**src/rtl/btn_repeat_counter_ctrl.sv**
```systemverilog
// ---------------------------------------------------------------------------
// btn_repeat_counter_ctrl
//
// Push-button controller for a two-digit 7-segment counter. The active-low
// buttons are synchronised, then sampled on a slow tick by a
// press / hold / auto-repeat FSM. The FSM drives a wrapping 0..MAX_VAL count,
// and registered active-low segment codes for the ones and tens digits.
//
// Parameters
//   TICK_DIV    CLK cycles per sample tick (>= 2)
//   REPEAT_DLY  ticks a key is held, including the first, before repeat (>= 1)
//   MAX_VAL     inclusive count upper bound (1..99)
//
// Ports
//   CLK        in   system clock, posedge
//   RST_N      in   asynchronous active-low reset
//   btn[3:0]   in   active-low buttons: [0]=up [1]=down [2]=clear [3]=unused
//   count[6:0] out  current count, binary
//   BCD[7:0]   out  ones-digit segment code, active-low
//   BCD1[7:0]  out  tens-digit segment code, active-low
//   step       out  one-CLK pulse per executed action
//   repeating  out  high while the FSM is in auto-repeat
// ---------------------------------------------------------------------------
module btn_repeat_counter_ctrl #(
   parameter int TICK_DIV   = 8388608,
   parameter int REPEAT_DLY = 5,
   parameter int MAX_VAL    = 99
) (
   input  logic       CLK,
   input  logic       RST_N,
   input  logic [3:0] btn,
   output logic [6:0] count,
   output logic [7:0] BCD,
   output logic [7:0] BCD1,
   output logic       step,
   output logic       repeating
);

   localparam int TW = (TICK_DIV > 2) ? $clog2(TICK_DIV) : 1;
   // Hold counter never exceeds max(REPEAT_DLY, 2).
   localparam int HW = $clog2(REPEAT_DLY + 2);

   typedef enum logic [1:0] {IDLE, HOLD, REPEAT} state_t;
   typedef enum logic [1:0] {CMD_NONE, CMD_UP, CMD_DN, CMD_CLR} cmd_t;

   function automatic logic [7:0] seg7(input logic [6:0] d);
      case (d)
         7'd0:    seg7 = 8'h03;
         7'd1:    seg7 = 8'h9F;
         7'd2:    seg7 = 8'h25;
         7'd3:    seg7 = 8'h0D;
         7'd4:    seg7 = 8'h99;
         7'd5:    seg7 = 8'h49;
         7'd6:    seg7 = 8'hC1;
         7'd7:    seg7 = 8'h1F;
         7'd8:    seg7 = 8'h01;
         default: seg7 = 8'h19;
      endcase
   endfunction

   logic [TW-1:0] tick_cnt_q, tick_cnt_d;
   logic          tick;
   logic [2:0]    sync1_q, sync2_q;
   state_t        state_q, state_d;
   logic [HW-1:0] hold_cnt_q, hold_cnt_d;
   logic [HW:0]   hold_inc;
   cmd_t          cmd;
   logic          key_none, key_valid, act;
   logic [6:0]    count_q, count_d;
   logic          step_q, repeating_q, repeating_d;
   logic [7:0]    bcd_q, bcd1_q;
   logic          btn_unused;

   // The fourth button has no function on this board.
   assign btn_unused = btn[3];

   assign tick       = (tick_cnt_q == TW'(TICK_DIV - 1));
   assign tick_cnt_d = tick ? '0 : tick_cnt_q + 1'b1;

   // Key decode: only a single low button is a command; several low buttons
   // still count as "held" so the FSM does not fall back to IDLE.
   always_comb begin
      // NOTE: every combinational output gets a default first so no latch is inferred.
      cmd = CMD_NONE;
      case (sync2_q)
         3'b110:  cmd = CMD_UP;
         3'b101:  cmd = CMD_DN;
         3'b011:  cmd = CMD_CLR;
         default: cmd = CMD_NONE;
      endcase
   end

   assign key_none  = (sync2_q == 3'b111);
   assign key_valid = (cmd != CMD_NONE);
   assign hold_inc  = {1'b0, hold_cnt_q} + 1'b1;

   // FSM state register
   // NOTE: asynchronous active-low reset; the reset branch lists every flop.
   always_ff @(posedge CLK or negedge RST_N) begin
      if (!RST_N) begin
         state_q    <= IDLE;
         hold_cnt_q <= '0;
      end else begin
         // NOTE: sequential state is updated only with non-blocking assignments.
         state_q    <= state_d;
         hold_cnt_q <= hold_cnt_d;
      end
   end

   // FSM next-state; nothing moves between ticks.
   always_comb begin
      state_d    = state_q;
      hold_cnt_d = hold_cnt_q;
      act        = 1'b0;
      if (tick) begin
         case (state_q)
            IDLE: begin
               if (key_valid) begin
                  act        = 1'b1;
                  hold_cnt_d = HW'(1);
                  state_d    = HOLD;
               end
            end
            HOLD: begin
               if (key_none) begin
                  hold_cnt_d = '0;
                  state_d    = IDLE;
               end else begin
                  hold_cnt_d = hold_inc[HW-1:0];
                  // '>=' so that REPEAT_DLY==1 still enters on the second tick.
                  if (hold_inc >= (HW+1)'(REPEAT_DLY)) state_d = REPEAT;
               end
            end
            REPEAT: begin
               if (key_none) begin
                  hold_cnt_d = '0;
                  state_d    = IDLE;
               end else if (key_valid) begin
                  act = 1'b1;
               end
            end
            default: begin
               hold_cnt_d = '0;
               state_d    = IDLE;
            end
         endcase
      end
   end

   // FSM outputs: count update and status
   always_comb begin
      count_d     = count_q;
      repeating_d = (state_d == REPEAT);
      if (act) begin
         case (cmd)
            CMD_UP:  count_d = (count_q == 7'(MAX_VAL)) ? '0 : count_q + 7'd1;
            CMD_DN:  count_d = (count_q == '0) ? 7'(MAX_VAL) : count_q - 7'd1;
            default: count_d = '0;
         endcase
      end
   end

   // Datapath registers: tick divider, synchroniser, count, digit codes
   always_ff @(posedge CLK or negedge RST_N) begin
      if (!RST_N) begin
         tick_cnt_q  <= '0;
         sync1_q     <= 3'b111;
         sync2_q     <= 3'b111;
         count_q     <= '0;
         step_q      <= 1'b0;
         repeating_q <= 1'b0;
         bcd_q       <= 8'h03;
         bcd1_q      <= 8'h03;
      end else begin
         tick_cnt_q  <= tick_cnt_d;
         sync1_q     <= btn[2:0];
         sync2_q     <= sync1_q;
         count_q     <= count_d;
         step_q      <= act;
         repeating_q <= repeating_d;
         // Digits follow the registered count, hence one CLK behind it.
         bcd_q       <= seg7(count_q % 7'd10);
         bcd1_q      <= seg7(count_q / 7'd10);
      end
   end

   assign count     = count_q;
   assign step      = step_q;
   assign repeating = repeating_q;
   assign BCD       = bcd_q;
   assign BCD1      = bcd1_q;

endmodule

```
**config.mk**
```make
export PLATFORM = sky130hd
export DESIGN_NAME = btn_repeat_counter_ctrl
export DESIGN_NICKNAME = d
export VERILOG_FILES = /design/src/rtl/btn_repeat_counter_ctrl.sv
export SDC_FILE = /design/constraint.sdc
export NUM_CORES = 1
export LEC_CHECK = 0
export ABC_AREA = 1
export CAP_MARGIN = 40
export CORE_MARGIN = 4
export CORE_UTILIZATION = 45
export DETAILED_ROUTE_END_ITERATION = 8
export PLACE_DENSITY = 0.66
export SLEW_MARGIN = 20
export SYNTH_ARGS = -nofsm -noshare
export SYNTH_HDL_FRONTEND = slang
export SYNTH_SLANG_ARGS = --single-unit
```
**constraint.sdc**
```tcl
create_clock -name CLK -period 6.72 [get_ports CLK]
set_input_delay 2.016 -clock CLK [delete_from_list [all_inputs] [get_ports CLK]]
set_output_delay 2.016 -clock CLK [all_outputs]
set_load 0.01 [all_outputs]
```
* Yosys cells after proc, flatten, opt, wreduce, memory -nomap -nowiden *
Memory sizes are Yosys's and may differ from the RTL's.
Cells that the tools add are included.

operators by class
  add/sub/neg operators = 4
  div/mod/pow operators = 2
  order comparisons = 1
  equal/unequal tests = 13
  mux-type cells = 21
  reduce and logical (&&, ||, !) cells = 6

operators by type and width
  operator                                                                number
  23-bit by 1-bit adder with 23-bit output, second input constant         1
  23-bit equality test, second input constant                             1
  23-bit two-way mux                                                      1
  8-bit two-way mux                                                       2
  7-bit two-way mux                                                       2
  7-bit one-hot mux with 2 select lines                                   1
  2-bit one-hot mux with 3 select lines                                   2
  2-bit two-way mux                                                       5
  3-bit equality test, second input constant                              3
  3-bit two-way mux                                                       3
  3-bit one-hot mux with 3 select lines                                   1
  7-bit by 1-bit adder with 7-bit output, second input constant           1
  7-bit by 4-bit divider with 7-bit output, second input constant         1
  7-bit equality test, second input constant                              1
  7-bit zero test                                                         1
  7-bit by 4-bit remainder unit with 7-bit output, second input constant  1
  7-bit by 1-bit subtractor with 7-bit output, second input constant      1
  2-bit equality test, second input constant                              3
  3-bit zero test                                                         2
  3-bit by 1-bit adder with 4-bit output, second input constant           1
  2-bit by 1-bit equality test with 1-bit output, second input constant   2
  4-bit by 3-bit >= comparator with 1-bit output, second input constant   1
  2-bit inequality test, second input constant                            2
  3-bit by 2-bit equality test with 1-bit output, second input constant   1
  5 further kinds                                                         7

word-level totals
  flip-flop bits (word level) = 59
  memory bits (read-only) = 224
  input bits = 6
  output and inout port bits = 25
  word-level logic and storage cells = 59
  memories = 2

memories
  name             words  bits a word  rd ports  clocked after memory_dff  wr ports  line  text
  (no name shown)  16     7            1         0                         0         47    case (d)
  (no name shown)  16     7            1         0                         0         47

* Depth between registers and ports, before layout *
Gate-level depths: netlist of the first run.

  depth after elaboration = 7
  gate-level depth with buffers = 26
  depth with buffers taken out = 25

* Worst setup path before layout of the first run *
Ideal clock, no wire load.

  path kind = register to register
  start = register count_q[6] (netlist: count[6])
  end = register bcd_q[7] (netlist: BCD[7])
  library setup time = 0.125 ns
  arrival = 2.877 ns
  data required time = 6.595 ns
  path slack = 3.719 ns
  cell stages (with the launch flop) = 25
  path buffers = 2
  clock period less this slack = 3.001 ns
  cell sequence = dfrtp_1 -> buf_4 -> inv_2 -> nand2_1 -> nand3_2 -> nand2_2 -> nand2_2 -> buf_6 -> o21ai_2 -> inv_2 -> nand2_4 -> nand2_4 -> nand2_1 -> inv_1 -> ha_1 -> inv_1 -> nand3_2 -> nand3_4 -> xor2_2 -> inv_1 -> ha_1 -> nor2_1 -> nand2_1 -> nand3_1 -> nor2_1

between the ends
  longest elaborated chain between the ends = 3
  elaborated cells on any way between the ends = 4
  classes of those cells = 1 x div; 1 x mux; 1 x reduce/logical; 1 x memory

RTL lines
  what                                                         line  text
  start, declared                                              69    logic [6:0] count_q, count_d;
  start signal, assigned                                       178   count_q <= count_d;
  7-bit by 4-bit remainder unit with 7-bit output *            182   bcd_q <= seg7(count_q % 7'd10);
  memory 16 x 7 bit / 3-bit zero test (equally long branches)  -
  8-bit two-way mux *                                          47
  end signal, assigned                                         182
  end, declared                                                71    logic [7:0] bcd_q, bcd1_q;

Every way passes the cells marked *; elsewhere a longest branch is shown, timed or not.
A chain may end at the register's enable or synchronous reset.

* Worst setup path after layout of the first run *
  start = register count_q[3] (netlist: count[3])
  end = output port count[3]

RTL lines
  what           line  text
  end, declared  32    output logic [6:0] count,

No word-level cell between the ends.

==> impl_metrics.py, run 1 <==
metrics = {
    "outcome": {
        "outcome": "complete, no violations",
    },
    "cells_and_area": {
        "diodes": 0,
        "seq_area_um2": 1440,
        "fin_nets": 492,
        "fillers": 744,
        "area_growth_pct": 15.9,
        "drive_gt1_share_pct": 15.2,
        "multi_input_area_um2": 1780,
        "postLayoutCoreUtil_pct": 53.4,
    },
    "worst_setup_path": {
        "critPathArrivalTime_ps": 1530,
        "worstSetupStartpointType": "flip-flop",
        "cp_data_required_time_ps": 4700,
        "cp_cell_sequence": "clkdlybuf4s50_1",
        "worstRegToRegCells": 22,
        "path_buf_inv": 1,
        "crit_type": "reg -> out",
        "endpoint_kind": "output pin",
        "reg2reg_to": "BCD[4]$_DFF_PN0_",
        "timing.rr.start": "count[6]$_DFFE_PN0P_",
        "cp_top_family": "buffers and inverters",
        "r2r_slack_ps": 3320,
        "cp_max_fo": 10,
        "slowest_delay_ps": 630,
        "crit_slowest_cell": "clkdlybuf4s50_1",
        "worstSetupStartpoint": "count[3]$_DFFE_PN0P_",
    },
    "timing": {
        "skew_ps": 7.93,
        "tightest_slew_ps": 717,
        "drv_slew": 0,
        "rsz0062_at_grt": "false",
        "setup_tns_ps": 0,
        "fin_crit_sh_pct": 52.8,
        "hold_viol": 0,
        "max-slew-margin-rel_pct": 52.2,
        "setup_viol": 0,
        "max_freq_ghz": 0.282,
        "post-route-min-period_ps": 3550,
    },
    "placement": {
        "hpwl_um": 4890,
        "gp_congestion": 0.809,
        "numPortBuffers": 27,
    },
    "min_path": {
        "whs_path_depth": 0,
        "min-delay-start": "sync1_q[1]$_DFF_PN1_",
        "min_to": "sync2_q[1]$_DFF_PN1_",
        "hold_class": "reg -> reg",
    },
    "clock_network": {
        "cts_buffer_depth": 2,
        "numCtsBuffers": 9,
        "h-tree-depth": 3,
        "hold_buffers": 0,
        "cts_tree": "yes",
        "ctsResizeCount": 0,
        "postCtsSetupBuffers": 0,
        "clock_sinks": 57,
        "cts.reportedPaths.clkPinSlew_ps": 70,
        "clk_latency_ps": 340,
        "cts_root_buf": "clkbuf_8",
    },
    "grt": {
        "grt_antenna_before_repair": 0,
        "grt_pass1_wl_um": 11900,
        "grt_pass1_vias": 2692,
        "grt_usage_pct": 15.2,
        "grt_max_degree": 58,
        "grt_overflow": 0,
    },
    "route": {
        "final_antenna_net_count": 0,
        "via_per_inst": 4.91,
        "drt_wl_total_um": 6660,
        "drc_errors": 0,
        "vias": 2798,
        "wl_per_cell_um": 11.7,
        "drtIter0Drc": 97,
        "first_pass_iters": 4,
    },
    "logic_synthesis": {
        "yosys_most_used_dff": "dfrtp_1",
        "synth.cell_area_um2": 3540,
        "synth_warnings": 0,
        "async_reset_ff_share_pct": 100,
        "synth_edf_count": 0,
        "avgSynthCellArea_um2": 8.23,
        "ys_ff_latch": 57,
        "synthCells": 430,
        "ys_types": 43,
        "ys_seq_area_share_pct": 40.6,
    },
    "floorplanning": {
        "dieArea_um2": 9350,
        "core_area_um2": 7690,
        "die_height_um": 96.7,
        "start_util_pct": 46.1,
        "io_pins": 31,
        "die_w_um": 96.7,
        "row_count": 32,
    },
    "power": {
        "leakagePower_nw": 2.03,
        "pwr_density_cell_nw_per_um2": 172,
        "finalPower_w": 0.000704,
        "ir_drop_mv": 0.116,
    },
    "flow_run": {
        "cap_violations": 0,
    },
}
[per-layer routing]
layer	vias up	track usage (%)	share of wire (%)
met4	0	6.16	2.0
li1	1442	-	-
met1	1308	19.0	47
met3	10	3.89	3.4
met5	-	0	0
met2	38	25.1	48
[sequential cells by signal, summed over array words and instances (netlist names)]
register	flops
tick_cnt_q	23
BCD1	7
BCD	7
count	7
hold_cnt_q	3
sync1_q	3
sync2_q	3
state_q	2
repeating	1
step	1
[metrics by stage]
step                cell area, µm²  hold slack (ps)  cells  worst slack, ps
finish                        4100              356    570             3170
global route                  4100              363    570             2910
CTS                           4100              357    570             3140
detailed placement            3900              347    554             3330
global placement              3900              346    554             3380
floorplan                     3540              345    431             3720
[power by group]
group / leakage, nW / internal, W / switching, W
registers: 0.755 / 0.000346 / 0.000000806
logic: 1.18 / 0.00000611 / 0.0000144
clock network: 0.103 / 0.000192 / 0.000145
total: 2.03 / 0.000544 / 0.000160
[cells in the final DEF (no fill, tap or decap), types with 14 or more instances in the layout]
| cell type | Yosys | final |
|---|---|---|
| inv_2 | 14 | 14 |
| nand3_1 | 29 | 29 |
| clkdlybuf4s50_1 | 0 | 26 |
| dfrtp_1 | 49 | 49 |
| ha_1 | 23 | 23 |
| xor2_1 | 16 | 16 |
| nor2_1 | 33 | 33 |
| inv_1 | 62 | 62 |
| nand2_1 | 73 | 73 |
| o21ai_0 | 18 | 18 |
[worst max path at each step]
stage / to / cells past startpoint
2_1_floorplan: BCD[7]$_DFF_PN0_ / 24
3_3_place_gp: BCD[4]$_DFF_PN0_ / 22
3_5_place_dp: BCD[3]$_DFF_PN0_ / 22
4_1_cts: count[3] / 1
5_1_grt: BCD[3]$_DFF_PN0_ / 22
6_report: count[3] / 1
[final cells by class]
type                            instances  area share [%]
Timing Repair Buffer                   28            6.65
Inverter                               76            6.95
Clock buffer                           12            3.78
Clock inverter                          4            1.25
Multi-Input combinational cell        291            43.3
Tap cell                              102            3.11
Sequential cell                        57            35.0
[cells by family after synthesis]
kind of cell | share of synthesized area (%)
simple gates | 27.2
buf+inv | 9.40
compound gates | 9.15
flops | 40.6
fa+ha+maj | 8.13
xor+xnor | 5.41
other cells | 0.106
[cells in the mapped netlist (3+ instances only)]
cell	number	area [µm²]
dfstp_2	8	210
xor2_1	16	140
inv_2	14	52.6
nand2_4	6	67.6
nand2_1	73	274
a21oi_1	13	65.1
nand2_2	8	50.1
ha_1	23	288
nand4_1	9	56.3
nor2_1	33	124
o21ai_1	11	55.1
nand3_1	29	145
buf_4	3	22.5
nor3_2	4	40.0
xnor2_1	4	35.0
dfrtp_1	49	1230
o21ai_0	18	90.1
inv_1	62	233
nor3_1	13	65.1
nand3_2	6	60.1
Power figures use the tool's default switching activity.
==> run 2: changes to the inputs <==
clock period = 3.7 ns   (was 6.72 ns; I/O delays follow)
==> impl_metrics.py, run 2 (synthesis results as in run 1) <==
metrics = {
    "cells_and_area": {
        "final_cell_area_um2": 4110,
        "diodes": 0,
        "final_cell_mix": "nand2_1, inv_1, dfrtp_1",
        "top_register": "tick_cnt_q",
        "area_growth_pct": 16.1,
        "multi_input_area_um2": 1780,
        "largest_reg_flops": 23,
        "seq_area_um2": 1440,
        "fin_nets": 495,
        "layout_commonest_cell": "nand2_1",
        "drive_gt1_share_pct": 15.9,
        "fillers": 732,
    },
    "floorplanning": {
        "io_pins": 31,
        "row_count": 32,
        "die_height_um": 96.7,
        "die_w_um": 96.7,
        "core_area_um2": 7690,
        "dieArea_um2": 9350,
        "start_util_pct": 46.1,
    },
    "timing": {
        "tightest_slew_ps": 509,
        "fin_crit_sh_pct": 89.5,
        "max-slew-margin-rel_pct": 66.0,
        "setup_tns_ps": 0,
        "hold_viol": 0,
        "rsz0062_at_grt": "false",
        "skew_ps": 13.3,
        "post-route-min-period_ps": 3310,
        "max_freq_ghz": 0.302,
        "drv_slew": 0,
        "setup_viol": 0,
    },
    "route": {
        "routed.top_layer": "met4",
        "drtIter0Drc": 150,
        "wl_met3_um": 246,
        "dr_wl_met2_um": 3120,
        "met1_length_um": 3070,
        "drt_wl_total_um": 6530,
        "wl_per_cell_um": 11.4,
        "first_pass_iters": 5,
        "drc_errors": 0,
        "via_per_inst": 4.85,
        "final_antenna_net_count": 0,
        "vias": 2780,
    },
    "outcome": {
        "outcome": "complete, no violations",
    },
    "worst_setup_path": {
        "endpoint_kind": "flip-flop",
        "worstRegToRegCells": 23,
        "critPathArrivalTime_ps": 3530,
        "r2r_slack_ps": 390,
        "timing.rr.start": "count[4]$_DFFE_PN0P_",
        "crit_end": "BCD[2]$_DFF_PN0_",
        "cp_max_fo": 11,
        "cpMostUsedCell": "nand3_2",
        "cp_data_required_time_ps": 3920,
        "crit_slowest_cell": "dfrtp_2",
        "slowest_delay_ps": 470,
        "reg2reg_to": "BCD[2]$_DFF_PN0_",
        "cp_cell_sequence": "inv_2 -> nand3_2 -> nand3_2 -> nand2_2 -> nand2_2 -> nand2_1 -> nand2_1 -> inv_2 -> nand2_4 -> nand3_2 -> nand2_1 -> inv_1 -> ha_1 -> inv_1 -> nand3_2 -> nand3_4 -> xor2_2 -> inv_1 -> ha_1 -> inv_1 -> nand3_1 -> nand3_2 -> nor2_1",
        "crit_type": "reg -> reg",
        "worstSetupStartpoint": "count[4]$_DFFE_PN0P_",
        "worstSetupStartpointType": "flip-flop",
    },
    "grt": {
        "grt_pass1_wl_um": 11800,
        "grt_max_degree": 31,
        "grt_antenna_before_repair": 0,
        "grt_usage_pct": 15.1,
        "grt_pass1_vias": 2672,
        "grt_overflow": 0,
    },
    "clock_network": {
        "cts.reportedPaths.clkPinSlew_ps": 60,
        "h-tree-depth": 3,
        "clock_sinks": 57,
        "cts_root_buf": "clkbuf_8",
        "cts_tree": "yes",
        "cts_buffer_depth": 2,
        "postCtsSetupBuffers": 0,
        "clk_latency_ps": 330,
        "numCtsBuffers": 9,
    },
    "placement": {
        "gp_congestion": 0.843,
        "place_area_um2": 3920,
        "numPortBuffers": 27,
        "hpwl_um": 4970,
    },
    "power": {
        "ir_drop_mv": 0.200,
        "finalPower_w": 0.00123,
        "pwr_density_cell_nw_per_um2": 299,
        "leakagePower_nw": 2.04,
    },
    "flow_run": {
        "cap_violations": 0,
    },
    "min_path": {
        "hold_class": "reg -> reg",
    },
}
[run 2: what timing repair did]
action | 4_1_cts | 5_1_grt
gates resized for setup | 0 | 2
setup endpoints to repair | 0 | 4
hold buffers | 0 | 0
[run 2: how the worst min path moves through the flow]
stage | start | to | slack (ps) | cells past startpoint
after global placement | sync1_q[0]$_DFF_PN1_ | sync2_q[0]$_DFF_PN1_ | 350 | 0
after CTS | sync1_q[1]$_DFF_PN1_ | sync2_q[1]$_DFF_PN1_ | 360 | 0
after floorplan | sync1_q[0]$_DFF_PN1_ | sync2_q[0]$_DFF_PN1_ | 350 | 0
after global routing | sync1_q[2]$_DFF_PN1_ | sync2_q[2]$_DFF_PN1_ | 370 | 0
after detailed placement | sync1_q[1]$_DFF_PN1_ | sync2_q[1]$_DFF_PN1_ | 350 | 0
final | sync1_q[1]$_DFF_PN1_ | sync2_q[1]$_DFF_PN1_ | 360 | 0
[run 2: worst max-delay path, delay by kind of cell (launching register included)]
kind,cells,cell delay [ps]
xor gates and xnor gates,1,290
adders and majority gates,2,410
buffers and inverters,6,560
DFF,1,470
and+or+nand+nor,14,1470
[run 2: layout make-up]
cell class,instances,share of cell area [%]
multi-input combinational,291,43.2
clock buffer,11,3.20
sequential,57,35.0
tap,102,3.11
clock inverter,5,1.37
inverter,76,6.94
timing repair buffer,31,7.18
[run 2: report_power, final]
group,leakage [nW],switching (W),internal (W)
clock,0.0933,0.000248,0.000310
combinational,1.19,0.0000263,0.0000119
sequential,0.751,0.00000143,0.000629
total,2.04,0.000276,0.000951
[run 2: per-stage QoR]
step | hold WS (ps) | cells | util, % | worst slack [ps]
after floorplan | 345 | 431 | - | 699
after global placement | 346 | 557 | 51.0 | 407
after detailed placement | 347 | 557 | 51.0 | 306
after CTS | 358 | 573 | 53.4 | 303
after global routing | 366 | 573 | 53.5 | 28.2
final | 356 | 573 | 53.5 | 388
[run 2: routing by layer]
metal / track usage (%) / vias up
met5: 0 / -
met4: 5.18 / 0
met3: 3.46 / 9
met2: 25.4 / 55
met1: 19.2 / 1265
li1: - / 1451
